## config.mk

```make
export PLATFORM = sky130hd
export DESIGN_NAME = control_fsm
export DESIGN_NICKNAME = d
export VERILOG_FILES = /design/src/rtl/control_pkg.sv /design/src/rtl/alu_decoder.sv /design/src/rtl/control_fsm.sv
export SDC_FILE = /design/constraint.sdc
export NUM_CORES = 1
export LEC_CHECK = 0
export ABC_AREA = 1
export ABC_CLOCK_PERIOD_IN_PS = 3900
export BUFFER_PORTS_ARGS = -buffer_cell sky130_fd_sc_hd__clkbuf_2
export CAP_MARGIN = 20
export CORE_MARGIN = 2
export CORE_UTILIZATION = 44
export DETAILED_ROUTE_END_ITERATION = 7
export PLACE_DENSITY = 0.89
export SETUP_SLACK_MARGIN = 0.5
export SLEW_MARGIN = 20
export SYNTH_ARGS = -nofsm -noshare
export SYNTH_HDL_FRONTEND = slang
export SYNTH_SLANG_ARGS = --single-unit
```

## constraint.sdc

```tcl
create_clock -name clk -period 3.9 [get_ports clk]
set_clock_uncertainty 0.05 [all_clocks]
set_input_delay 0.585 -clock clk [delete_from_list [all_inputs] [get_ports clk]]
set_output_delay 0.585 -clock clk [all_outputs]
set_load 0.02 [all_outputs]
```

## src/rtl/control_pkg.sv

```systemverilog
// Shared encodings for the multicycle control unit: FSM states, opcodes,
// ALU operation codes and datapath mux selects.
package control_pkg;

    typedef enum logic [3:0] {
        FETCH,
        DECODE,
        MEMADR,
        MEMREAD,
        MEMWB,
        MEMWRITE,
        EXECUTER,
        EXECUTEI,
        ALUWB,
        BRANCH,
        JAL
    } state_t;

    localparam logic [6:0] OP_LW     = 7'b0000011;
    localparam logic [6:0] OP_SW     = 7'b0100011;
    localparam logic [6:0] OP_RTYPE  = 7'b0110011;
    localparam logic [6:0] OP_ITYPE  = 7'b0010011;
    localparam logic [6:0] OP_BRANCH = 7'b1100011;
    localparam logic [6:0] OP_JAL    = 7'b1101111;

    localparam logic [2:0] ALU_ADD = 3'b000;
    localparam logic [2:0] ALU_SUB = 3'b001;
    localparam logic [2:0] ALU_AND = 3'b010;
    localparam logic [2:0] ALU_OR  = 3'b011;
    localparam logic [2:0] ALU_XOR = 3'b100;
    localparam logic [2:0] ALU_SLT = 3'b101;
    localparam logic [2:0] ALU_SLL = 3'b110;
    localparam logic [2:0] ALU_SRL = 3'b111;

    // alu_op tells the decoder whether to force add/sub or look at funct fields
    localparam logic [1:0] ALU_OP_ADD   = 2'b00;
    localparam logic [1:0] ALU_OP_SUB   = 2'b01;
    localparam logic [1:0] ALU_OP_FUNCT = 2'b10;

    localparam logic [1:0] RES_ALUOUT    = 2'b00;
    localparam logic [1:0] RES_MEMDATA   = 2'b01;
    localparam logic [1:0] RES_ALURESULT = 2'b10;

    localparam logic [1:0] SRCA_PC    = 2'b00;
    localparam logic [1:0] SRCA_OLDPC = 2'b01;
    localparam logic [1:0] SRCA_RS1   = 2'b10;

    localparam logic [1:0] SRCB_RS2  = 2'b00;
    localparam logic [1:0] SRCB_IMM  = 2'b01;
    localparam logic [1:0] SRCB_FOUR = 2'b10;

    localparam logic [1:0] IMM_I = 2'b00;
    localparam logic [1:0] IMM_S = 2'b01;
    localparam logic [1:0] IMM_B = 2'b10;
    localparam logic [1:0] IMM_J = 2'b11;

    function automatic logic [1:0] imm_type(input logic [6:0] op);
        case (op)
            OP_SW:     return IMM_S;
            OP_BRANCH: return IMM_B;
            OP_JAL:    return IMM_J;
            default:   return IMM_I;
        endcase
    endfunction

endpackage

```

## src/rtl/alu_decoder.sv

```systemverilog
// Combinational ALU-op decoder: forced add/sub, or funct3/funct7 decode for
// R-type and I-type instructions.
module alu_decoder
    import control_pkg::*;
(
    input  logic [1:0] alu_op,
    input  logic [2:0] funct3,
    input  logic       funct7_5,
    input  logic       op_code_5,
    output logic [2:0] alu_control
);

    always_comb begin
        alu_control = ALU_ADD;
        case (alu_op)
            ALU_OP_SUB: alu_control = ALU_SUB;
            ALU_OP_FUNCT: begin
                case (funct3)
                    // only R-type (op_code[5]=1) may select sub; addi ignores funct7
                    3'b000:  alu_control = (op_code_5 && funct7_5) ? ALU_SUB : ALU_ADD;
                    3'b001:  alu_control = ALU_SLL;
                    3'b010:  alu_control = ALU_SLT;
                    3'b100:  alu_control = ALU_XOR;
                    3'b101:  alu_control = ALU_SRL;
                    3'b110:  alu_control = ALU_OR;
                    3'b111:  alu_control = ALU_AND;
                    default: alu_control = ALU_ADD;
                endcase
            end
            default: alu_control = ALU_ADD;
        endcase
    end

endmodule

```

## src/rtl/control_fsm.sv

```systemverilog
// Moore control FSM for a multicycle RISC-V datapath (lw, sw, R, I, beq/bne, jal).
// Write enables are masked while reset is held so an aborted instruction commits nothing.
module control_fsm
    import control_pkg::*;
(
    input  logic       clk,
    input  logic       reset,
    input  logic [6:0] op_code,
    input  logic [2:0] funct3,
    input  logic [6:0] funct7,
    input  logic       Zero,
    output logic       pc_write,
    output logic       adr_src,
    output logic       mem_write,
    output logic       IR_write,
    output logic       reg_write,
    output logic [1:0] result_src,
    output logic [1:0] alu_src_a,
    output logic [1:0] alu_src_b,
    output logic [1:0] imm_src,
    output logic [2:0] alu_control,
    output logic       instr_done
);

    state_t     state;
    state_t     next_state;
    logic [1:0] alu_op;
    logic       pc_write_raw;
    logic       mem_write_raw;
    logic       ir_write_raw;
    logic       reg_write_raw;
    logic       done_raw;

    // only funct7[5] matters to this ISA subset
    logic unused_funct7;
    assign unused_funct7 = ^{funct7[6], funct7[4:0]};

    always_ff @(posedge clk) begin
        if (reset) state <= FETCH;
        else       state <= next_state;
    end

    always_comb begin
        next_state    = FETCH;
        pc_write_raw  = 1'b0;
        mem_write_raw = 1'b0;
        ir_write_raw  = 1'b0;
        reg_write_raw = 1'b0;
        done_raw      = 1'b0;
        adr_src       = 1'b0;
        result_src    = RES_ALUOUT;
        alu_src_a     = SRCA_PC;
        alu_src_b     = SRCB_RS2;
        alu_op        = ALU_OP_ADD;
        case (state)
            FETCH: begin
                ir_write_raw = 1'b1;
                pc_write_raw = 1'b1;
                alu_src_b    = SRCB_FOUR;
                result_src   = RES_ALURESULT;
                next_state   = DECODE;
            end
            DECODE: begin
                alu_src_a = SRCA_OLDPC;
                alu_src_b = SRCB_IMM;
                case (op_code)
                    OP_LW, OP_SW: next_state = MEMADR;
                    OP_RTYPE:     next_state = EXECUTER;
                    OP_ITYPE:     next_state = EXECUTEI;
                    OP_BRANCH:    next_state = BRANCH;
                    OP_JAL:       next_state = JAL;
                    default: begin
                        next_state = FETCH;
                        done_raw   = 1'b1;
                    end
                endcase
            end
            MEMADR: begin
                alu_src_a  = SRCA_RS1;
                alu_src_b  = SRCB_IMM;
                next_state = (op_code == OP_LW) ? MEMREAD : MEMWRITE;
            end
            MEMREAD: begin
                adr_src    = 1'b1;
                next_state = MEMWB;
            end
            MEMWB: begin
                result_src    = RES_MEMDATA;
                reg_write_raw = 1'b1;
                done_raw      = 1'b1;
            end
            MEMWRITE: begin
                adr_src       = 1'b1;
                mem_write_raw = 1'b1;
                done_raw      = 1'b1;
            end
            EXECUTER: begin
                alu_src_a  = SRCA_RS1;
                alu_src_b  = SRCB_RS2;
                alu_op     = ALU_OP_FUNCT;
                next_state = ALUWB;
            end
            EXECUTEI: begin
                alu_src_a  = SRCA_RS1;
                alu_src_b  = SRCB_IMM;
                alu_op     = ALU_OP_FUNCT;
                next_state = ALUWB;
            end
            ALUWB: begin
                reg_write_raw = 1'b1;
                done_raw      = 1'b1;
            end
            BRANCH: begin
                // funct3[0] inverts the sense: beq takes on Zero, bne on !Zero
                alu_src_a    = SRCA_RS1;
                alu_src_b    = SRCB_RS2;
                alu_op       = ALU_OP_SUB;
                pc_write_raw = Zero ^ funct3[0];
                done_raw     = 1'b1;
            end
            JAL: begin
                alu_src_a    = SRCA_OLDPC;
                alu_src_b    = SRCB_FOUR;
                pc_write_raw = 1'b1;
                next_state   = ALUWB;
            end
            default: next_state = FETCH;
        endcase
    end

    alu_decoder u_alu_decoder (
        .alu_op      (alu_op),
        .funct3      (funct3),
        .funct7_5    (funct7[5]),
        .op_code_5   (op_code[5]),
        .alu_control (alu_control)
    );

    assign imm_src    = imm_type(op_code);
    assign pc_write   = pc_write_raw  & ~reset;
    assign mem_write  = mem_write_raw & ~reset;
    assign IR_write   = ir_write_raw  & ~reset;
    assign reg_write  = reg_write_raw & ~reset;
    assign instr_done = done_raw      & ~reset;

endmodule

```

==> results of run 1 <==
[path summary, 6_finish.rpt]
| path | depth (start not counted) | end | slack (ps) | from |
|---|---|---|---|---|
| max | 9 | alu_control[1] | 1430 | state[1] |
| min | 2 | state[0] | 580 | reset |
| max reg2reg | 7 | state[1] | 2720 | state[2] |
| min reg2reg | 3 | state[0] | 590 | state[2] |
[placed cells by master (no fill, tap or decap), types with 2 or more instances in the layout]
cell type  count
inv_2          3
nand3_1        8
nor2_1        13
clkbuf_2      30
dfxtp_1        4
a21oi_1        5
inv_1         21
nand2_1       32
o21ai_0        3
ha_1           2
nor2_4         3
nand4_1        2
and3_1         2
clkbuf_4       3
[worst max-delay path: cells and delay by family, from the launching register on]
kind	cells	cell delay (ps)
flops	1	350
fa+ha+maj	1	290
compound gates	1	170
simple gates	3	290
buf+inv	4	510
[power by group]
part           internal, mW  total, mW  leakage, nW  switching (mW)
Combinational        0.0178     0.0481        0.438          0.0302
Sequential           0.0421     0.0441       0.0326         0.00197
Clock                0.0342     0.0473       0.0138          0.0132
[per-layer routing]
metal  part of all wire  track usage  up-vias
met5                  0            0        -
met4              0.012       0.0333        0
met3              0.062       0.0109        4
met2               0.50        0.389       26
met1               0.42        0.197      344
li1                   -            -      411
[logic make-up (layout without fill, tap and decap cells)]
kind of cell | count (synthesis) | after routing | share of synthesized area
AOI/OAI and AO/OA | 12 | 12 | 0.116
adders and majority gates | 2 | 2 | 0.0421
buffers and inverters | 24 | 57 | 0.152
DFF | 4 | 4 | 0.135
and+or+nand+nor | 67 | 67 | 0.556
[metrics by stage]
stage | std cells | util
global route | 157 | 0.611
global placement | 154 | 0.594
finish | 157 | 0.611
floorplan | 109 | -
detailed placement | 154 | 0.594
CTS | 157 | 0.611
[area by class of cell]
| cell class | count | area [um2] |
|---|---|---|
| clock buffer | 3 | 22.5 |
| timing repair buffer | 30 | 150 |
| tap | 15 | 18.8 |
| multi-input combinational | 81 | 424 |
| sequential | 4 | 80.1 |
| inverter | 24 | 90.1 |
| fill | 131 | 499 |
==> flow_metrics.env, run 1 <==
export IMPL_status="finished, final reports clean"
export IMPL_dp_hpwl_um=1300
export IMPL_min_period_over_period=0.633
export IMPL_nNetsFinal=166
export IMPL_grt_pass1_wl_um=2190
export IMPL_clk_latency_ps=220
export IMPL_cp_required_ps=3260
export IMPL_fmax_mhz=405
export IMPL_max_cap_violations=0
export IMPL_worst_pin_slew_ps=290
export IMPL_antenna_cells=0
export IMPL_synth_warnings=0
export IMPL_async_flop_share=0
export IMPL_pin_count=37
export IMPL_grt_antenna_before_repair=0
export IMPL_drt_vias_per_instance=5.00
export IMPL_grt_pass1_vias=611
export IMPL_end_kind="output pin"
export IMPL_critPathLaunchType="flip-flop"
export IMPL_totalPowerFinal_mw=0.140
export IMPL_hold_violations=0
export IMPL_netlist_area_um2=594
export IMPL_synth_fp_nets=131
export IMPL_path_clk_slew_ps=30
export IMPL_largest_register="state"
export IMPL_cts_max_path_buffers=2
export IMPL_drc=0
export IMPL_maxSlewViolCount=0
export IMPL_power_leakage_nw=0.485
export IMPL_gp_congestion=0.844
export IMPL_setup_tns_ps=0
export IMPL_cts_tree="yes"
export IMPL_start_util=0.463
export IMPL_area_delta_synth_final_pct=32.2
export IMPL_place_ws_ps=1660
export IMPL_grt_use_total=0.186
export IMPL_hold_ws_ps=575
export IMPL_htreeDepth=1
export IMPL_die_area_mm2=0.00166
export IMPL_io_buffers=30
export IMPL_routedWlPerCell_um=9.32
export IMPL_hp_class="input pin to flip-flop"
export IMPL_ant_nets=0
export IMPL_vias=785
export IMPL_cts_buffers=3
export IMPL_rsz0062_at_grt="no"
export IMPL_slew_limit_headroom=0.804
export IMPL_synth_top_area_frac=0.202
export IMPL_core_rowCount=13
export IMPL_synth_area_leaders="nand2_1, dfxtp_1, inv_1"
export IMPL_cpPeakStageDelay_ps=350
export IMPL_crit_arrival_ps=1830
export IMPL_synth_edff_count=0
export IMPL_drive_above_1_share=0.310
export IMPL_drt_initial_drc_count=16
export IMPL_post_dp_cell_area_um2=763
export IMPL_cp_slowest_cell="dfxtp_1"
export IMPL_die_h_um=40.8
export IMPL_ys_top_cells_by_count="nand2_1, inv_1, nor2_1"
export IMPL_synth_ff_type="dfxtp_1"
export IMPL_p_per_area_mw_per_mm2=178
export IMPL_critical_path_class="flip-flop to output pin"
export IMPL_setup_violations=0
export IMPL_grt_max_degree=8
export IMPL_ys_seq_area_frac=0.135
export IMPL_syn_inst=109
export IMPL_die_width_um=40.8
export IMPL_synthMostInstantiatedCell="nand2_1"
export IMPL_wirelength_um=1460
export IMPL_core_area_mm2=0.00128
export IMPL_cp_common_cell="inv_1"
export IMPL_largest_reg_flops=4
export IMPL_yosys_register_bits=4
export IMPL_cts_sinks=4
export IMPL_cts_resized=0
export IMPL_yosys_cell_types_count=23
export IMPL_ir_drop_v=0.000193
export IMPL_avgSynthCellArea_um2=5.45
export IMPL_top_regs="state (4)"
export IMPL_final_area_um2=786
export IMPL_cp_max_fo=6
export IMPL_period_needed_ps=2470
export IMPL_drtPass1Iterations=4
export IMPL_cts_root_buf="clkbuf_4"
export IMPL_holdBufCountCts=0
export IMPL_postLayoutSetupSlackWorst_ps=1430
export IMPL_cts_setup_buffers=0
export IMPL_yosysTopAreaCell="nand2_1"
export IMPL_grt_overflow_total=0
export IMPL_crit_chain="inv_2, nand2_4, nor2_4, inv_1, ha_1, inv_1, nand2_1, a211oi_1, clkbuf_2"
Note: power is estimated with default switching activity, not from simulation.
==> run 2, diff against run 1 <==
- ABC_AREA: 1 -> 0
- ABC_CLOCK_PERIOD_IN_PS: 3900 -> 2400
- CORE_UTILIZATION: 44 -> 40
- PLACE_DENSITY: 0.89 -> 0.85
- clock period: 3.9 -> 2.4 ns (I/O delays scaled with it)
==> run 2 against run 1 <==
Effect of this change:
- flip-flop and latch count is the same
- combinational power grew 94%
- largest cell class unchanged
- total power grew 75%
- worst setup slack lost 1100 ps
- synthesized area shrank 9.5%
- via count grew 0.13%
- register-to-register slack lost 1700 ps
- global-route usage grew 6.5 points
- cell count shrank 11%
==> flow_metrics.env, run 2 <==
export IMPL_status="finished, final reports clean"
export IMPL_mostFrequentLayoutCell="clkbuf_2"
export IMPL_io_buffers=30
export IMPL_critPathLaunchType="flip-flop"
export IMPL_drtPass1Iterations=4
export IMPL_area_delta_synth_final_pct=83.3
export IMPL_synth_fp_nets=105
export IMPL_hp_class="input pin to flip-flop"
export IMPL_power_leakage_nw=0.469
export IMPL_setup_tns_ps=0
export IMPL_post_dp_cell_area_um2=768
export IMPL_yosysTopAreaCell="dfxtp_1"
export IMPL_drt_vias_per_instance=5.61
export IMPL_cts_root_buf="clkbuf_4"
export IMPL_yosys_area_share_simple=0.460
export IMPL_final_area_um2=986
export IMPL_synth_area_leaders="dfxtp_1, a21oi_1, nor3_1"
export IMPL_core_rowCount=13
export IMPL_ys_seq_area_frac=0.149
export IMPL_clk_latency_ps=240
export IMPL_die_width_um=40.7
export IMPL_holdBufCountCts=0
export IMPL_yosys_register_bits=4
export IMPL_fillers=96
export IMPL_synth_xor_area_frac=0.0488
export IMPL_maxSlewViolCount=0
export IMPL_synth_top_family_by_area="simple AND/OR/NAND/NOR gates"
export IMPL_muxShareOfSynthArea=0
export IMPL_routedWlPerCell_um=13.3
export IMPL_gp_congestion=0.774
export IMPL_grt_max_degree=13
export IMPL_nNetsFinal=149
export IMPL_totalPowerFinal_mw=0.244
export IMPL_grt_overflow_total=0
export IMPL_drt_initial_drc_count=18
export IMPL_hold_violations=0
export IMPL_synth_edff_count=0
export IMPL_htreeDepth=1
export IMPL_ir_drop_v=0.000204
export IMPL_synth_ff_type="dfxtp_1"
export IMPL_cts_sinks=4
export IMPL_async_flop_share=0
export IMPL_avgSynthCellArea_um2=6.48
export IMPL_fmax_mhz=478
export IMPL_rsz0062_at_grt="yes"
export IMPL_syn_inst=83
export IMPL_drc=0
export IMPL_antenna_cells=0
export IMPL_synth_top_area_frac=0.149
export IMPL_synth_warnings=0
export IMPL_max_cap_violations=0
export IMPL_drive_above_1_share=0.560
export IMPL_cp_max_fo=5
export IMPL_grt_antenna_before_repair=0
export IMPL_start_util=0.419
export IMPL_largest_reg_flops=4
export IMPL_synth_compound_area_frac=0.233
export IMPL_pin_count=37
export IMPL_dp_hpwl_um=1130
export IMPL_crit_arrival_ps=1680
export IMPL_end_kind="output pin"
export IMPL_regArea_um2=91.3
export IMPL_worst_pin_slew_ps=369
export IMPL_core_area_mm2=0.00128
export IMPL_netlist_area_um2=538
export IMPL_synthMostInstantiatedCell="nor2_1"
export IMPL_largest_register="state"
export IMPL_multiInputGateArea_um2=539
export IMPL_cts_tree="yes"
export IMPL_yosys_cell_types_count=32
export IMPL_grt_pass1_wl_um=2690
export IMPL_ys_top_cells_by_count="nor2_1, a21oi_1, nor3_1"
export IMPL_top_regs="state (4)"
export IMPL_hold_ws_ps=305
export IMPL_p_per_area_mw_per_mm2=247
export IMPL_setup_violations=0
export IMPL_cts_max_path_buffers=2
export IMPL_vias=786
export IMPL_slew_limit_headroom=0.752
export IMPL_die_area_mm2=0.00165
export IMPL_synthAdderAreaFrac=0.0465
export IMPL_min_period_over_period=0.872
export IMPL_cp_required_ps=1990
export IMPL_cts_buffers=3
export IMPL_grt_pass1_vias=636
export IMPL_wirelength_um=1860
export IMPL_period_needed_ps=2090
export IMPL_grt_use_total=0.251
export IMPL_ant_nets=0
export IMPL_die_h_um=40.7
export IMPL_mostFrequentLayoutCells="clkbuf_2, buf_4, nor2_1, nand2_1, a21oi_1"
export IMPL_critical_path_class="flip-flop to output pin"
export IMPL_path_clk_slew_ps=40
-- run 2: cell count changes after synthesis, sizes merged, moves of 2 or more --
cell,previous run,this run
nor3b,0,2
nand3,8,1
clkbuf,0,5
inv,24,4
nor2b,0,3
o21ai,3,6
nor4,0,4
nand2,34,6
nor2,18,9
xor2,0,2
a21oi,5,7
nand2b,0,4
or3,0,2
nor3,1,7
-- run 2: routing by layer --
| metal | vias to the layer above | global-route usage | part of all wire |
|---|---|---|---|
| li1 | 380 | - | - |
| met1 | 369 | 0.301 | 0.41 |
| met2 | 29 | 0.397 | 0.52 |
| met3 | 8 | 0.0380 | 0.051 |
| met4 | 0 | 0.192 | 0.026 |
| met5 | - | 0 | 0 |
-- run 2: final cells by class --
type	instances	share of cell area
multi-input cells	70	0.547
repair buffers	44	0.301
flip-flops and latches	4	0.0926
clock buffers	3	0.0228
well taps	15	0.0190
inverters	4	0.0178
-- run 2: per-stage QoR --
stage | setup slack (ps) | std cells | utilization
floorplan | 494 | 83 | -
global placement | 372 | 125 | 0.598
detailed placement | 349 | 125 | 0.598
CTS | 348 | 140 | 0.733
global route | 285 | 140 | 0.767
finish | 308 | 140 | 0.767
-- run 2: final timing paths --
path | start | endpoint | slack [ps] | cells past startpoint
setup / recovery | state[3] | instr_done | 310 | 4
hold / removal | reset | state[3] | 310 | 2
setup reg to reg | state[1] | state[0] | 1030 | 6
hold reg to reg | state[1] | state[3] | 570 | 3
-- run 2: critical path: stages, from the launching register on --
cell and delay, ps:
dfxtp_4 360, or3_4 390, or4_1 410, o21ai_1 110, buf_4 170
-- run 2: report_power, final --
group	internal [mW]	switching, mW
sequential	0.0652	0.00159
clock	0.0559	0.0279
combinational	0.0397	0.0536
total	0.161	0.0831
-- run 2: logic make-up (layout without fill, tap and decap cells) --
logic type,after synthesis,count (layout)
simple gates,45,45
compound gates,20,20
buf+inv,9,51
flops,4,4
xor+xnor,3,3
fa+ha+maj,2,2
-- run 2: what timing repair did --
action / CTS / global route
pin swaps: 6 / 2
gates resized for setup: 20 / 18
setup buffers: 12 / 0
endpoints found under the setup margin: 7 / 9
==> run 3, diff against run 2 <==
- ABC_AREA: 0 -> 1
- CORE_UTILIZATION: 40 -> 41
- PLACE_DENSITY: 0.85 -> 0.84
- SLEW_MARGIN: 20 -> unset
==> run 3 against run 2 <==
Effect of this change:
- sequential power increased by 3%
- maximum frequency grew 7.7%
- via count is 18% higher
- critical endpoint unchanged
- largest cell class unchanged
==> flow_metrics.env, run 3 (synthesis results as in run 1) <==
export IMPL_pwr_share_seq=0.271
export IMPL_hp_class="input pin to flip-flop"
export IMPL_reg2reg_to="state[2]"
export IMPL_crit_arrival_ps=1530
export IMPL_period_needed_ps=1940
export IMPL_area_delta_synth_final_pct=68.4
export IMPL_drc=0
export IMPL_startpoint="state[3]"
export IMPL_endpoint="instr_done"
export IMPL_reg2reg_from="state[3]"
export IMPL_ir_drop_v=0.000191
export IMPL_combinationalPowerShare=0.358
export IMPL_mostFrequentLayoutCells="nand2_1, clkbuf_2, inv_1, buf_4, nor2_1"
export IMPL_path_clk_slew_ps=50
export IMPL_die_area_mm2=0.00177
export IMPL_multiInputGateArea_um2=478
export IMPL_htreeDepth=1
export IMPL_hold_ws_ps=346
export IMPL_min_period_over_period=0.810
export IMPL_p_clk_frac=0.371
export IMPL_die_h_um=42.1
export IMPL_routedWlPerCell_um=13.1
export IMPL_drt_initial_drc_count=46
export IMPL_power_leakage_nw=0.580
export IMPL_holdBufCountCts=0
export IMPL_core_area_mm2=0.00133
export IMPL_largest_register="state"
export IMPL_slew_limit_headroom=0.800
export IMPL_p_per_area_mw_per_mm2=253
export IMPL_start_util=0.446
export IMPL_dp_hpwl_um=1270
export IMPL_worst_pin_slew_ps=296
export IMPL_clk_latency_ps=250
export IMPL_critPathLaunchType="flip-flop"
export IMPL_pin_count=37
export IMPL_ant_nets=0
export IMPL_status="finished, final reports clean"
export IMPL_fmax_mhz=515
export IMPL_mostFrequentLayoutCell="nand2_1"
export IMPL_regArea_um2=95.1
export IMPL_grt_antenna_before_repair=0
export IMPL_setup_tns_ps=0
export IMPL_grt_pass1_vias=831
export IMPL_cts_buffers=3
export IMPL_grt_pass1_wl_um=3290
export IMPL_cts_max_path_buffers=2
export IMPL_grt_use_total=0.233
export IMPL_nNetsFinal=182
export IMPL_max_cap_violations=0
export IMPL_vias=927
export IMPL_wirelength_um=2260
export IMPL_grt_max_degree=8
export IMPL_top_regs="state (4)"
export IMPL_setup_violations=0
export IMPL_fin_util=0.750
export IMPL_antenna_cells=0
export IMPL_hold_violations=0
export IMPL_largest_reg_flops=4
export IMPL_maxSlewViolCount=0
export IMPL_drt_vias_per_instance=5.36
export IMPL_cts_tree="yes"
export IMPL_holdPathStages=2
export IMPL_gp_congestion=0.871
export IMPL_cp_required_ps=1990
export IMPL_cts_root_buf="clkbuf_4"
export IMPL_grt_overflow_total=0
export IMPL_cts_sinks=4
export IMPL_totalPowerFinal_mw=0.253
export IMPL_netSwitchingPower_mw=0.0958
export IMPL_die_width_um=42.1
export IMPL_r2r_slack_ps=960
export IMPL_drtPass1Iterations=8
export IMPL_r2r_cells=9
export IMPL_p_int_mw=0.157
export IMPL_io_buffers=30
export IMPL_critical_path_class="flip-flop to output pin"
export IMPL_end_kind="output pin"
export IMPL_drive_above_1_share=0.481
export IMPL_swShare=0.379
export IMPL_cp_max_fo=4
export IMPL_core_rowCount=13
export IMPL_fillers=98
export IMPL_rsz0062_at_grt="yes"
-- run 3: cell types whose count changed in the layout (fill, tap and decap cells not counted), sizes merged, moves of 3 or more --
cell / delta
nand2b: -4
nor4: -4
nor2b: -3
inv: +20
nor3: -6
nand2: +28
nand3: +7
nor2: +9
o21ai: -3
-- run 3: metal layers --
layer	global-route usage	share of wire	vias to the layer above
met5	0	0	-
met4	0.0813	0.024	0
li1	-	-	441
met2	0.413	0.47	65
met1	0.287	0.42	409
met3	0.0302	0.087	12
-- run 3: area by class of cell --
type / instances / share of cell area
clock buffer: 3 / 0.0225
inverter: 24 / 0.0975
multi-input combinational: 81 / 0.477
sequential: 4 / 0.0950
tap: 15 / 0.0188
timing repair buffer: 46 / 0.289
-- run 3: what timing repair did --
action / 4_1_cts / 5_1_grt
resized for setup: 17 / 20
pin swaps: 4 / 8
endpoints found under the setup margin: 3 / 7
setup buffers: 10 / 6
-- run 3: metrics by stage --
| step | cell area [um2] | instances | setup WS (ps) |
|---|---|---|---|
| 6_report | 1000 | 173 | 457 |
| 5_1_grt | 1000 | 173 | 345 |
| 4_1_cts | 908 | 167 | 466 |
| 3_5_place_dp | 768 | 154 | 445 |
| 3_3_place_gp | 768 | 154 | 470 |
| 2_1_floorplan | 599 | 109 | 530 |
-- run 3: worst min path at each step --
stage,startpoint,to,slack [ps]
finish,reset,state[3],350
global route,reset,state[3],350
CTS,reset,state[3],330
detailed placement,state[3],state[0],570
global placement,state[3],state[0],570
floorplan,reset,state[0],380
-- run 3: worst max-delay path, stage by stage, from the launching register on --
cell and delay, ps:
dfxtp_4 350, buf_4 140, nor2_4 180, inv_4 80, nor2_8 140, nand3_2 80
a21oi_2 150, buf_4 150
-- run 3: power by group through the flow --
| stage | clock, mW | combinational (mW) | sequential, mW |
|---|---|---|---|
| after floorplan | 0 | 0.0489 | 0.0721 |
| after global placement | 0 | 0.0759 | 0.0726 |
| after detailed placement | 0 | 0.0780 | 0.0727 |
| after CTS | 0.0870 | 0.0816 | 0.0682 |
| after global routing | 0.101 | 0.0990 | 0.0687 |
| final | 0.0938 | 0.0904 | 0.0686 |
